### src/rtl/regfile_wr_arb_pkg.sv
// rtl/regfile_wr_arb_pkg.sv - shared defines for the register-file write arbiter
//
// Holds the register-address width, data width, write-enable and reset levels,
// the zero constants and the arbiter state encodings.
package regfile_wr_arb_pkg;

  localparam int REG_ADDR_W = 5;
  localparam int DATA_W     = 32;
  localparam int CNT_W      = 3;

  localparam logic WRITE_ENABLE  = 1'b1;
  localparam logic WRITE_DISABLE = 1'b0;
  localparam logic RST_ENABLE    = 1'b1;

  localparam logic [DATA_W-1:0]     ZERO_WORD = '0;
  localparam logic [REG_ADDR_W-1:0] ZERO_ADDR = '0;

  typedef enum logic [0:0] {
    ST_NORMAL = 1'b0,
    ST_FORCE  = 1'b1
  } arb_state_e;

endpackage

### src/rtl/regfile_wr_arb.sv
// rtl/regfile_wr_arb.sv - two-requester register-file write-port arbiter
//
// Ports:
//   clk, rst                  clock and synchronous active-high reset
//   p_valid/p_waddr/p_wdata   pipeline writeback request, p_ready accepts it
//   m_valid/m_waddr/m_wdata   multi-cycle unit request, m_ready accepts it
//   stall_req                 freezes the pipeline writeback stage while m is forced
//   we/waddr/wdata/wsrc       registered register-file write port (wsrc 1 = m)
module regfile_wr_arb
  import regfile_wr_arb_pkg::*;
#(
  parameter int unsigned STARVE_LIMIT = 3
) (
  input  logic                  clk,
  input  logic                  rst,
  input  logic                  p_valid,
  input  logic [REG_ADDR_W-1:0] p_waddr,
  input  logic [DATA_W-1:0]     p_wdata,
  output logic                  p_ready,
  input  logic                  m_valid,
  input  logic [REG_ADDR_W-1:0] m_waddr,
  input  logic [DATA_W-1:0]     m_wdata,
  output logic                  m_ready,
  output logic                  stall_req,
  output logic                  we,
  output logic [REG_ADDR_W-1:0] waddr,
  output logic [DATA_W-1:0]     wdata,
  output logic                  wsrc
);

  if (STARVE_LIMIT < 1 || STARVE_LIMIT > 7) begin : g_bad_limit
    $error("regfile_wr_arb: STARVE_LIMIT must be within 1..7");
  end

  localparam logic [CNT_W-1:0] CNT_LAST = CNT_W'(STARVE_LIMIT - 1);
  localparam logic [CNT_W-1:0] CNT_MAX  = '1;

  arb_state_e            state_q, state_d;
  logic [CNT_W-1:0]      cnt_q, cnt_d;
  logic                  we_q, we_d;
  logic [REG_ADDR_W-1:0] waddr_q, waddr_d;
  logic [DATA_W-1:0]     wdata_q, wdata_d;
  logic                  wsrc_q, wsrc_d;

  logic p_hs;
  logic m_hs;
  logic m_wait;

  assign p_hs   = p_valid & p_ready;
  assign m_hs   = m_valid & m_ready;
  assign m_wait = m_valid & ~m_ready;

  // State register
  always_ff @(posedge clk) begin
    if (rst == RST_ENABLE) begin
      state_q <= ST_NORMAL;
    end else begin
      state_q <= state_d;
    end
  end

  // Next-state logic
  always_comb begin
    state_d = state_q;
    case (state_q)
      ST_NORMAL: begin
        // Refusing m once more would exceed the starvation budget.
        if (m_wait && (cnt_q == CNT_LAST)) begin
          state_d = ST_FORCE;
        end
      end
      ST_FORCE: begin
        // m_ready follows m_valid here, so FORCE always lasts one cycle:
        // either m is accepted or it has withdrawn.
        state_d = ST_NORMAL;
      end
      default: state_d = ST_NORMAL;
    endcase
  end

  // Output logic; every grant is masked while reset is asserted so no
  // request is consumed during reset.
  always_comb begin
    p_ready   = 1'b0;
    m_ready   = 1'b0;
    stall_req = 1'b0;
    if (rst != RST_ENABLE) begin
      case (state_q)
        ST_NORMAL: begin
          p_ready = p_valid;
          m_ready = m_valid & ~p_valid;
        end
        ST_FORCE: begin
          m_ready   = m_valid;
          stall_req = 1'b1;
        end
        default: ;
      endcase
    end
  end

  // Saturating count of consecutive cycles m has been refused.
  always_comb begin
    cnt_d = cnt_q;
    if (!m_valid || m_hs) begin
      cnt_d = '0;
    end else if (cnt_q != CNT_MAX) begin
      cnt_d = cnt_q + 1'b1;
    end
  end

  // Write port: the winner's request is presented one cycle after its
  // handshake. Address 0 is consumed but never written.
  always_comb begin
    we_d    = WRITE_DISABLE;
    waddr_d = ZERO_ADDR;
    wdata_d = ZERO_WORD;
    wsrc_d  = 1'b0;
    if (p_hs) begin
      we_d    = (p_waddr != ZERO_ADDR) ? WRITE_ENABLE : WRITE_DISABLE;
      waddr_d = p_waddr;
      wdata_d = p_wdata;
      wsrc_d  = 1'b0;
    end else if (m_hs) begin
      we_d    = (m_waddr != ZERO_ADDR) ? WRITE_ENABLE : WRITE_DISABLE;
      waddr_d = m_waddr;
      wdata_d = m_wdata;
      wsrc_d  = 1'b1;
    end
  end

  always_ff @(posedge clk) begin
    if (rst == RST_ENABLE) begin
      cnt_q   <= '0;
      we_q    <= WRITE_DISABLE;
      waddr_q <= ZERO_ADDR;
      wdata_q <= ZERO_WORD;
      wsrc_q  <= 1'b0;
    end else begin
      cnt_q   <= cnt_d;
      we_q    <= we_d;
      waddr_q <= waddr_d;
      wdata_q <= wdata_d;
      wsrc_q  <= wsrc_d;
    end
  end

  assign we    = we_q;
  assign waddr = waddr_q;
  assign wdata = wdata_q;
  assign wsrc  = wsrc_q;

endmodule

### config.mk
export PLATFORM = sky130hd
export DESIGN_NAME = regfile_wr_arb
export DESIGN_NICKNAME = d
export VERILOG_FILES = /design/src/rtl/regfile_wr_arb_pkg.sv /design/src/rtl/regfile_wr_arb.sv
export SDC_FILE = /design/constraint.sdc
export NUM_CORES = 1
export LEC_CHECK = 0
export ABC_AREA = 1
export CAP_MARGIN = 0
export CORE_MARGIN = 4
export CORE_UTILIZATION = 35
export CTS_CLUSTER_DIAMETER = 80
export DETAILED_ROUTE_END_ITERATION = 12
export HOLD_SLACK_MARGIN = 0.1
export PLACE_DENSITY = 0.89
export SLEW_MARGIN = 20
export SYNTH_ARGS = -nofsm -noshare
export SYNTH_HDL_FRONTEND = slang
export SYNTH_SLANG_ARGS = --single-unit
export TNS_END_PERCENT = 50
### constraint.sdc
create_clock -name clk -period 2.7 [get_ports clk]
set_input_delay 0.675 -clock clk [delete_from_list [all_inputs] [get_ports clk]]
set_output_delay 0.675 -clock clk [all_outputs]
set_load 0.02 [all_outputs]
==> summary.txt, run 1 <==
Run status
  – Status: completed

Min path
  – Worst Min Path Start: cnt_q[2]
  – Hold Crit Class: reg2reg

Logic synthesis
  – Async SR Flop Fraction: 0%
  – Top-count cell post-synth: nand2_1
  – Share of the synthesized area in the top cell type: 56.9%
  – Mapped Area: 1510 um^2
  – Cell count after synthesis: 202
  – Syn Nets: 283
  – Syn avg cell area: 7.49 um^2
  – Synth cell types: 14
  – Synth Warn #: 0
  – Part of the Yosys area used for sequential elements: 56.9%
  – Top cells by area, synth: dfxtp_1 57%, nand2_1 30%, nor2_1 2.7%
  – Post-synth EDFFs: 0
  – Cell taking the most area after synthesis: dfxtp_1
  – Top FF cell, synth: dfxtp_1
  – #FFs+latches synth: 43
  – Most instantiated cells after synthesis: 121 x nand2_1, 43 x dfxtp_1, 11 x nor2_1, 8 x inv_1, 4 x buf_2

Placed design
  – HPWL after DPL: 3660 um
  – Port bufs: 119
  – Placed cells: 366
  – Worst slack at placement: -34.7 ps
  – Placer Congestion: 0.760

Critical path
  – Critical path startpoint category: input pin
  – CP required: 2030 ps
  – Family with the most delay on the worst path: buffers and inverters
  – Crit path buffers/inverters: 2
  – Crit end category: output pin
  – Crit path max fanout: 2
  – Crit path largest cell delay: 610 ps
  – Reg2Reg Launch Point: state_q
  – Kind of critical path: in2out
  – Critical-path top delay cell: clkdlybuf4s50_1
  – Crit path from: p_valid
  – Top cell by count, worst path: clkdlybuf4s50_1
  – Crit path cell chain: clkdlybuf4s50_1, nand2_1, nor2_2, clkdlybuf4s50_1
  – CP arrival: 1930 ps

Detailed routing
  – WL per Instance: 12.2 um
  – Vias: 1633
  – Via/cell ratio: 4.39
  – DRC violations left: 0
  – Initial DRC Count: 39
  – Final ANT Viol Nets: 0
  – DRT Pass-1 Iters: 4
  – Final wirelength: 4540 um

GRT
  – Total grt overflow: 0
  – Vias in the first global route: 1576
  – First-pass GRT wire length: 6800 um
  – Total GRT Usage: 16.6%
  – Largest net degree at the start of global routing: 39
  – Initial antenna violation count: 0

STA
  – Final Cycle Share: 96.5%
  – Max Freq: 384 MHz
  – Worst-Margin Slew: 395 ps
  – Slew HR: 73.7%
  – Slew Limit Fails: 0
  – RSZ-0062 raised after global routing: false
  – Setup Skew: 3.91 ps
  – Period minus WS final: 2610 ps
  – Setup slack after layout: 94.9 ps
  – Final Hold Viols: 0
  – Final setup fails: 0

Floorplan
  – Initial cell density of the core: 37.0%
  – Die X: 73.8 um
  – Num rows: 23
  – Core Area: 4090 um^2
  – Die area: 5440 um^2
  – Io pins: 120
  – Die Height: 73.8 um

Layout
  – Synth-to-Final Area Change: 85.9%
  – # diodes: 0
  – Core Util, Final: 68.9%
  – Layout Cells excl Fill: 372
  – # nets final: 404
  – Share of cells above drive strength 1: 3.42%

Clock network
  – CTS clock-pin slew for the worst setup and hold paths: 70 ps
  – CTS tree: done
  – CTS H-tree lvls: 2
  – Clk buf depth: 2
  – Cts repair resizes: 1
  – CTS Hold Buffers Added: 0
  – Total CTS buffers: 5
  – Clk Latency, worst-skew pair: 290 ps
  – Root buf cell: clkbuf_8
  – Post-CTS setup buffers: 0
  – Clk sink count: 43

Pwr
  – Pwr dens: 477 nW/um^2
  – Total Power: 1.34 mW
  – Lkg Pwr: 1.28 nW
  – Peak supply drop: 248 uV

Job
  – Max cap viols: 0
[per-layer routing]
| layer | vias to the layer above | global-route usage, % | part of all wire, % |
|---|---|---|---|
| met5 | - | 0 | 0 |
| met3 | 7 | 7.80 | 13 |
| li1 | 840 | - | - |
| met4 | 0 | 5.43 | 1.2 |
| met1 | 706 | 16.0 | 37 |
| met2 | 80 | 30.7 | 49 |
[state kept, by name, summed over array words and instances (netlist names)]
signal,count
we,1
cnt_q,3
wdata,32
wsrc,1
state_q,1
waddr,5
[stage by stage]
step / hold WS [ps] / setup TNS (ps) / area [um^2]
CTS: 467 / 0 / 2810
global placement: 441 / -1.81 / 2740
detailed placement: 454 / -34.7 / 2740
finish: 466 / 0 / 2810
global route: 478 / 0 / 2810
floorplan: 427 / 0 / 1510
[power by group]
group / internal [mW] / switching (mW)
Combinational: 0.176 / 0.119
Sequential: 0.671 / 0.00899
Clock: 0.172 / 0.195
[worst reg2reg max path: cells and delay by family, from the launching register on]
family,cells,cell delay (ps)
buf+inv,2,450
flops,1,320
simple gates,4,390
[final cells by class]
type,count,area [um^2]
Clock buffer,6,72.6
Tap cell,50,62.6
Fill cell,338,1270
Sequential cell,43,861
Multi-Input combinational cell,142,572
Timing Repair Buffer,122,1210
Inverter,9,33.8
[cell families (layout without fill, tap and decap cells)]
group,Yosys count,after routing,synth area share [%]
compound gates,3,3,0.991
fa+ha+maj,3,3,2.48
buf+inv,17,137,5.54
flops,43,43,56.9
simple gates,136,136,34.1
[final timing paths]
| check | end | slack, ps | cells past startpoint |
|---|---|---|---|
| max | p_ready | 90 | 4 |
| min | state_q | 470 | 1 |
| max reg2reg | waddr[4] | 1510 | 6 |
| min reg2reg | state_q | 470 | 1 |
[cell usage in the layout, fill, tap and decap left out]
cell type          n
nand2_1          121
clkdlybuf4s50_1  118
dfxtp_1           43
nor2_1            10
inv_1              8
clkbuf_8           5
a21oi_1            3
ha_1               3
buf_4              3
nor2_2             2
nand3_1            2
inv_2              1
nor3_1             1
clkbuf_1           1
dlygate4sd2_1      1
Note: power is estimated with default switching activity, not from simulation.
==> run 2: changes to the inputs <==
- PLACE_DENSITY: 0.89 -> 0.84
- RECOVER_POWER: not set -> 50
==> run 2 against run 1 <==
- clock skew fell by 1.4 ps
- sequential power barely moved
- non-clock buffer count rose by 1
- critical path type unchanged
==> summary.txt, run 2 (synthesis gave the netlist of run 1 again) <==
Layout
  – Core Util, Final: 69.6%
  – Commonest non-fill, non-tap cell in the layout: nand2_1
  – Max reg flops: 32
  – # diodes: 0
  – Share of cells above drive strength 1: 3.69%
  – # nets final: 405
  – Most frequent cells in the layout: 121 x nand2_1, 118 x clkdlybuf4s50_1, 43 x dfxtp_1
  – Fillcell total: 338
  – Synth-to-Final Area Change: 87.9%
  – Layout Cells excl Fill: 375

STA
  – Final setup fails: 0
  – Period minus WS final: 2620 ps
  – Setup Skew: 2.54 ps
  – Setup slack after layout: 76.6 ps
  – RSZ-0062 raised after global routing: false
  – Final Cycle Share: 97.2%
  – Max Freq: 381 MHz
  – Slew Limit Fails: 0
  – Final Hold Viols: 0
  – Worst-Margin Slew: 752 ps
  – Slew HR: 49.8%

Clock network
  – Root buf cell: clkbuf_8
  – CTS clock-pin slew for the worst setup and hold paths: 80 ps
  – Post-CTS setup buffers: 0
  – CTS H-tree lvls: 2
  – Total CTS buffers: 5
  – CTS Hold Buffers Added: 0
  – Clk sink count: 43
  – CTS tree: done
  – Clk Latency, worst-skew pair: 290 ps
  – Clk buf depth: 2
  – Cts repair resizes: 1

Critical path
  – Internal reg-to-reg setup slack: 1270 ps
  – Critical path startpoint category: input pin
  – Kind of critical path: in2out
  – Crit path to: p_ready
  – CP arrival: 1950 ps
  – Crit path max fanout: 2
  – Reg-to-Reg End: wdata[16]
  – Crit end category: output pin
  – CP required: 2030 ps
  – Reg2Reg Launch Point: state_q
  – Worst Reg-to-Reg Cells: 5
  – Crit path from: p_valid

Job
  – Max cap viols: 0

Placed design
  – Worst slack at placement: -30.6 ps
  – HPWL after DPL: 3480 um
  – Placed cells: 367
  – Placer Congestion: 0.774
  – Port bufs: 119

Detailed routing
  – WL per Instance: 11.9 um
  – DRT Pass-1 Iters: 4
  – Vias: 1601
  – Via/cell ratio: 4.27
  – Final ANT Viol Nets: 0
  – DRC violations left: 0
  – Final wirelength: 4460 um
  – Initial DRC Count: 55

Floorplan
  – Die X: 73.8 um
  – Die area: 5440 um^2
  – Initial cell density of the core: 37.0%
  – Die Height: 73.8 um
  – Num rows: 23
  – Io pins: 120
  – Core Area: 4090 um^2

Run status
  – Status: completed

Pwr
  – Peak supply drop: 309 uV
  – Lkg Pwr: 1.30 nW
  – Pwr dens: 496 nW/um^2

GRT
  – Vias in the first global route: 1539
  – Total grt overflow: 0
  – Largest net degree at the start of global routing: 39
  – First-pass GRT wire length: 6600 um
  – Initial antenna violation count: 0
  – Total GRT Usage: 16.3%

Min path
  – Hold Crit Class: reg2reg
[run 2: routing by layer]
metal  routed length [um]  track usage [%]
met1                 1610             14.6
met3                  590             8.34
met4                   58             6.64
met5                    0                0
met2                 2200             30.3
[run 2: where the power goes]
group	switching, mW	leakage [nW]	internal, mW
clock network	0.205	0.0515	0.233
logic	0.117	0.890	0.176
registers	0.00905	0.355	0.670
total	0.332	1.30	1.08
[run 2: cell type report]
cell class	instances	area, um^2	share of cell area (%)
Clock buffer	8	100	3.52
Tap cell	50	62.6	2.20
Timing Repair Buffer	123	1220	42.8
Inverter	9	33.8	1.19
Sequential cell	43	861	30.3
Multi-Input combinational cell	142	569	20.0
[run 2: worst min-delay path by stage]
stage / startpoint / end / slack, ps / cells past startpoint
global route: cnt_q[2] / state_q / 490 / 1
finish: cnt_q[2] / state_q / 470 / 1
floorplan: cnt_q[2] / state_q / 430 / 1
detailed placement: cnt_q[2] / state_q / 460 / 1
CTS: cnt_q[2] / state_q / 480 / 1
global placement: cnt_q[2] / state_q / 450 / 1
[run 2: critical path: stages]
cell and delay, ps:
clkdlybuf4s50_1 480, nand2_1 60, nor2_2 90, clkdlybuf4s50_1 640
[run 2: metrics by stage]
stage	area, um^2	setup TNS [ps]	total power, mW	hold slack [ps]
after floorplan	1510	0	0.792	427
after detailed placement	2750	-30.6	0.992	457
final	2840	0	1.41	472
after global routing	2840	0	1.48	486
after global placement	2750	-15.9	0.986	450
after CTS	2850	0	1.43	475
==> run 3: changes to the inputs <==
- ABC_AREA: 1 -> not set
- CORE_UTILIZATION: 35 -> 34
- PLACE_DENSITY: 0.84 -> 0.83
==> run 3 against run 2 <==
- critical path depth unchanged
- clock skew grew 7.0 ps
- critical endpoint unchanged
- setup slack better by 93 ps
- sequential share of layout area grew 1.2 points
- largest cell class unchanged
- non-clock buffer count stayed put
- sequential power is essentially flat
==> summary.txt, run 3 <==
Logic synthesis
  – Cell taking the most area after synthesis: dfxtp_1
  – Synth cell types: 17
  – Syn avg cell area: 12.7 um^2
  – #FFs+latches synth: 43
  – Part of the Yosys area used for sequential elements: 59.8%
  – Syn Nets: 194
  – Mux share of post-synthesis cell area: 0.696%
  – Mapped Area: 1440 um^2
  – Simple-gate share of the synthesized area: 8.00%
  – Synth Warn #: 0
  – Complex-gate fraction of the synthesized area: 23.5%
  – Most instantiated cells after synthesis: 43 x dfxtp_1, 38 x a22o_1, 6 x nor2_1, 4 x buf_2, 4 x buf_6
  – Top cells by area, synth: dfxtp_1 60%, a22o_1 23%, buf_6 3.1%
  – Main combinational cell family by area after synthesis: compound AO/OA/AOI/OAI gates
  – Post-synthesis xor/xnor area fraction: 0.609%
  – Async SR Flop Fraction: 0%
  – Cell count after synthesis: 113
  – Top FF cell, synth: dfxtp_1
  – Area share of fa/ha/maj cells after synthesis: 2.61%
  – Share of the synthesized area in the top cell type: 59.8%
  – Post-synth EDFFs: 0
  – Top-count cell post-synth: dfxtp_1

Detailed routing
  – Initial DRC Count: 56
  – Via/cell ratio: 4.62
  – DRC violations left: 0
  – WL per Instance: 14.6 um
  – Final wirelength: 4160 um
  – Vias: 1316
  – Final ANT Viol Nets: 0
  – DRT Pass-1 Iters: 2

Critical path
  – Top cell by count, worst path: nor2b_4
  – Internal reg-to-reg setup slack: 1090 ps
  – Reg-to-Reg End: we
  – Critical-path top delay cell: clkdlybuf4s50_1
  – Worst Reg-to-Reg Cells: 4
  – Crit end category: output pin
  – Family with the most delay on the worst path: buffers and inverters
  – CP Depth: 4
  – Crit path buffers/inverters: 2
  – Crit path max fanout: 3
  – Reg2Reg Launch Point: state_q
  – Kind of critical path: in2out
  – Crit path to: p_ready
  – CP arrival: 1860 ps
  – Crit path largest cell delay: 460 ps
  – Crit path cell chain: clkdlybuf4s50_1, nor2b_4, nor2b_4, dlygate4sd2_1
  – Crit path from: p_valid
  – Critical path startpoint category: input pin
  – CP required: 2030 ps

Job
  – Max cap viols: 0

STA
  – Slew Limit Fails: 0
  – Setup Skew: 9.55 ps
  – Slew HR: 49.7%
  – Worst-Margin Slew: 755 ps
  – Final Cycle Share: 93.7%
  – Period minus WS final: 2530 ps
  – RSZ-0062 raised after global routing: false
  – Final TNS setup: 0 ps
  – Final Hold Viols: 0
  – Hold_ws: 455 ps
  – Final setup fails: 0
  – Max Freq: 395 MHz

Min path
  – Hold Crit Class: reg2reg
  – Hold path cells: 1

Layout
  – Share of cells above drive strength 1: 5.96%
  – # nets final: 316
  – Core Util, Final: 67.5%
  – Commonest non-fill, non-tap cell in the layout: clkdlybuf4s50_1
  – # diodes: 0
  – Most frequent cells in the layout: 99 x clkdlybuf4s50_1, 43 x dfxtp_1, 38 x a22o_1
  – Layout Cells excl Fill: 285
  – Max reg flops: 32
  – Synth-to-Final Area Change: 90.3%

Floorplan
  – Die area: 5340 um^2
  – Io pins: 120
  – Core Area: 4060 um^2
  – Initial cell density of the core: 35.5%
  – Die Height: 73.1 um
  – Num rows: 23
  – Die X: 73.1 um

Pwr
  – Peak supply drop: 259 uV
  – Sw Share: 22.8%
  – Sequential share of power: 49.7%
  – Logic pwr share: 21.4%
  – Net Switching: 0.310 mW
  – Total Power: 1.36 mW
  – Pwr dens: 498 nW/um^2
  – Clk pwr share: 28.9%
  – P_int: 1.05 mW
  – Lkg Pwr: 1.15 nW

Clock network
  – CTS tree: done
  – Root buf cell: clkbuf_8
  – Total CTS buffers: 5
  – CTS clock-pin slew for the worst setup and hold paths: 80 ps
  – Clk Latency, worst-skew pair: 280 ps
  – CTS H-tree lvls: 2
  – Clk sink count: 43
  – Clk buf depth: 2
  – Post-CTS setup buffers: 0

Placed design
  – Placed cells: 278
  – HPWL after DPL: 3390 um
  – Placer Congestion: 0.728
  – Port bufs: 119

GRT
  – Total grt overflow: 0
  – First-pass GRT wire length: 6240 um
  – Vias in the first global route: 1316
  – Total GRT Usage: 15.4%
  – Initial antenna violation count: 0
  – Largest net degree at the start of global routing: 39

Run status
  – Status: completed
## run 3: cell count changes after synthesis, sizes merged, moves of 3 or more
| cell | change |
|---|---|
| nor2 | -6 |
| nor3b | +3 |
| nor2b | +3 |
| inv | -8 |
| a22o | +38 |
| nand2 | -119 |
## run 3: power by group through the flow
stage	Combinational, mW	Clock [mW]	Sequential, mW
4_1_cts	0.301	0.409	0.679
3_5_place_dp	0.302	0	0.694
5_1_grt	0.309	0.432	0.682
6_report	0.292	0.394	0.678
2_1_floorplan	0.0588	0	0.741
3_3_place_gp	0.297	0	0.693
## run 3: per-stage QoR
stage,worst slack (ps),area [um^2]
2_1_floorplan,772,1440
3_3_place_gp,-94.8,2660
3_5_place_dp,-98.5,2660
4_1_cts,163,2740
5_1_grt,130,2740
6_report,170,2740
## run 3: worst min-delay path by stage
stage,startpoint,to,slack (ps)
finish,cnt_q[2],state_q,460
global route,cnt_q[2],state_q,480
CTS,cnt_q[2],state_q,460
detailed placement,cnt_q[2],state_q,440
global placement,cnt_q[2],state_q,450
floorplan,cnt_q[2],state_q,430
## run 3: layer usage
layer | global-route usage [%] | share of wire (%) | vias to the layer above
li1 | - | - | 665
met4 | 4.30 | 0.82 | 0
met3 | 5.23 | 8.3 | 5
met5 | 0 | 0 | -
met1 | 15.2 | 36 | 592
met2 | 29.8 | 55 | 54
## run 3: kinds of logic after synthesis
group,after synthesis
XOR/XNOR,1
AO/OA/AOI/OAI,39
AND/OR/NAND/NOR,17
multiplexers,1
adder cells (fa/ha/maj),3
flip-flops,43
buffers and inverters,9
## run 3: cell type report
cell class / count / area [um^2]
tap: 50 / 62.6
inverter: 1 / 3.75
sequential: 43 / 861
timing repair buffer: 123 / 1210
fill: 333 / 1320
clock inverter: 1 / 5.00
multi-input combinational: 61 / 509
clock buffer: 6 / 82.6
## run 3: repair_timing
item                                    CTS  global route
gates resized for setup                   3             0
endpoints found under the setup margin    3             0
hold buffers                              0             0
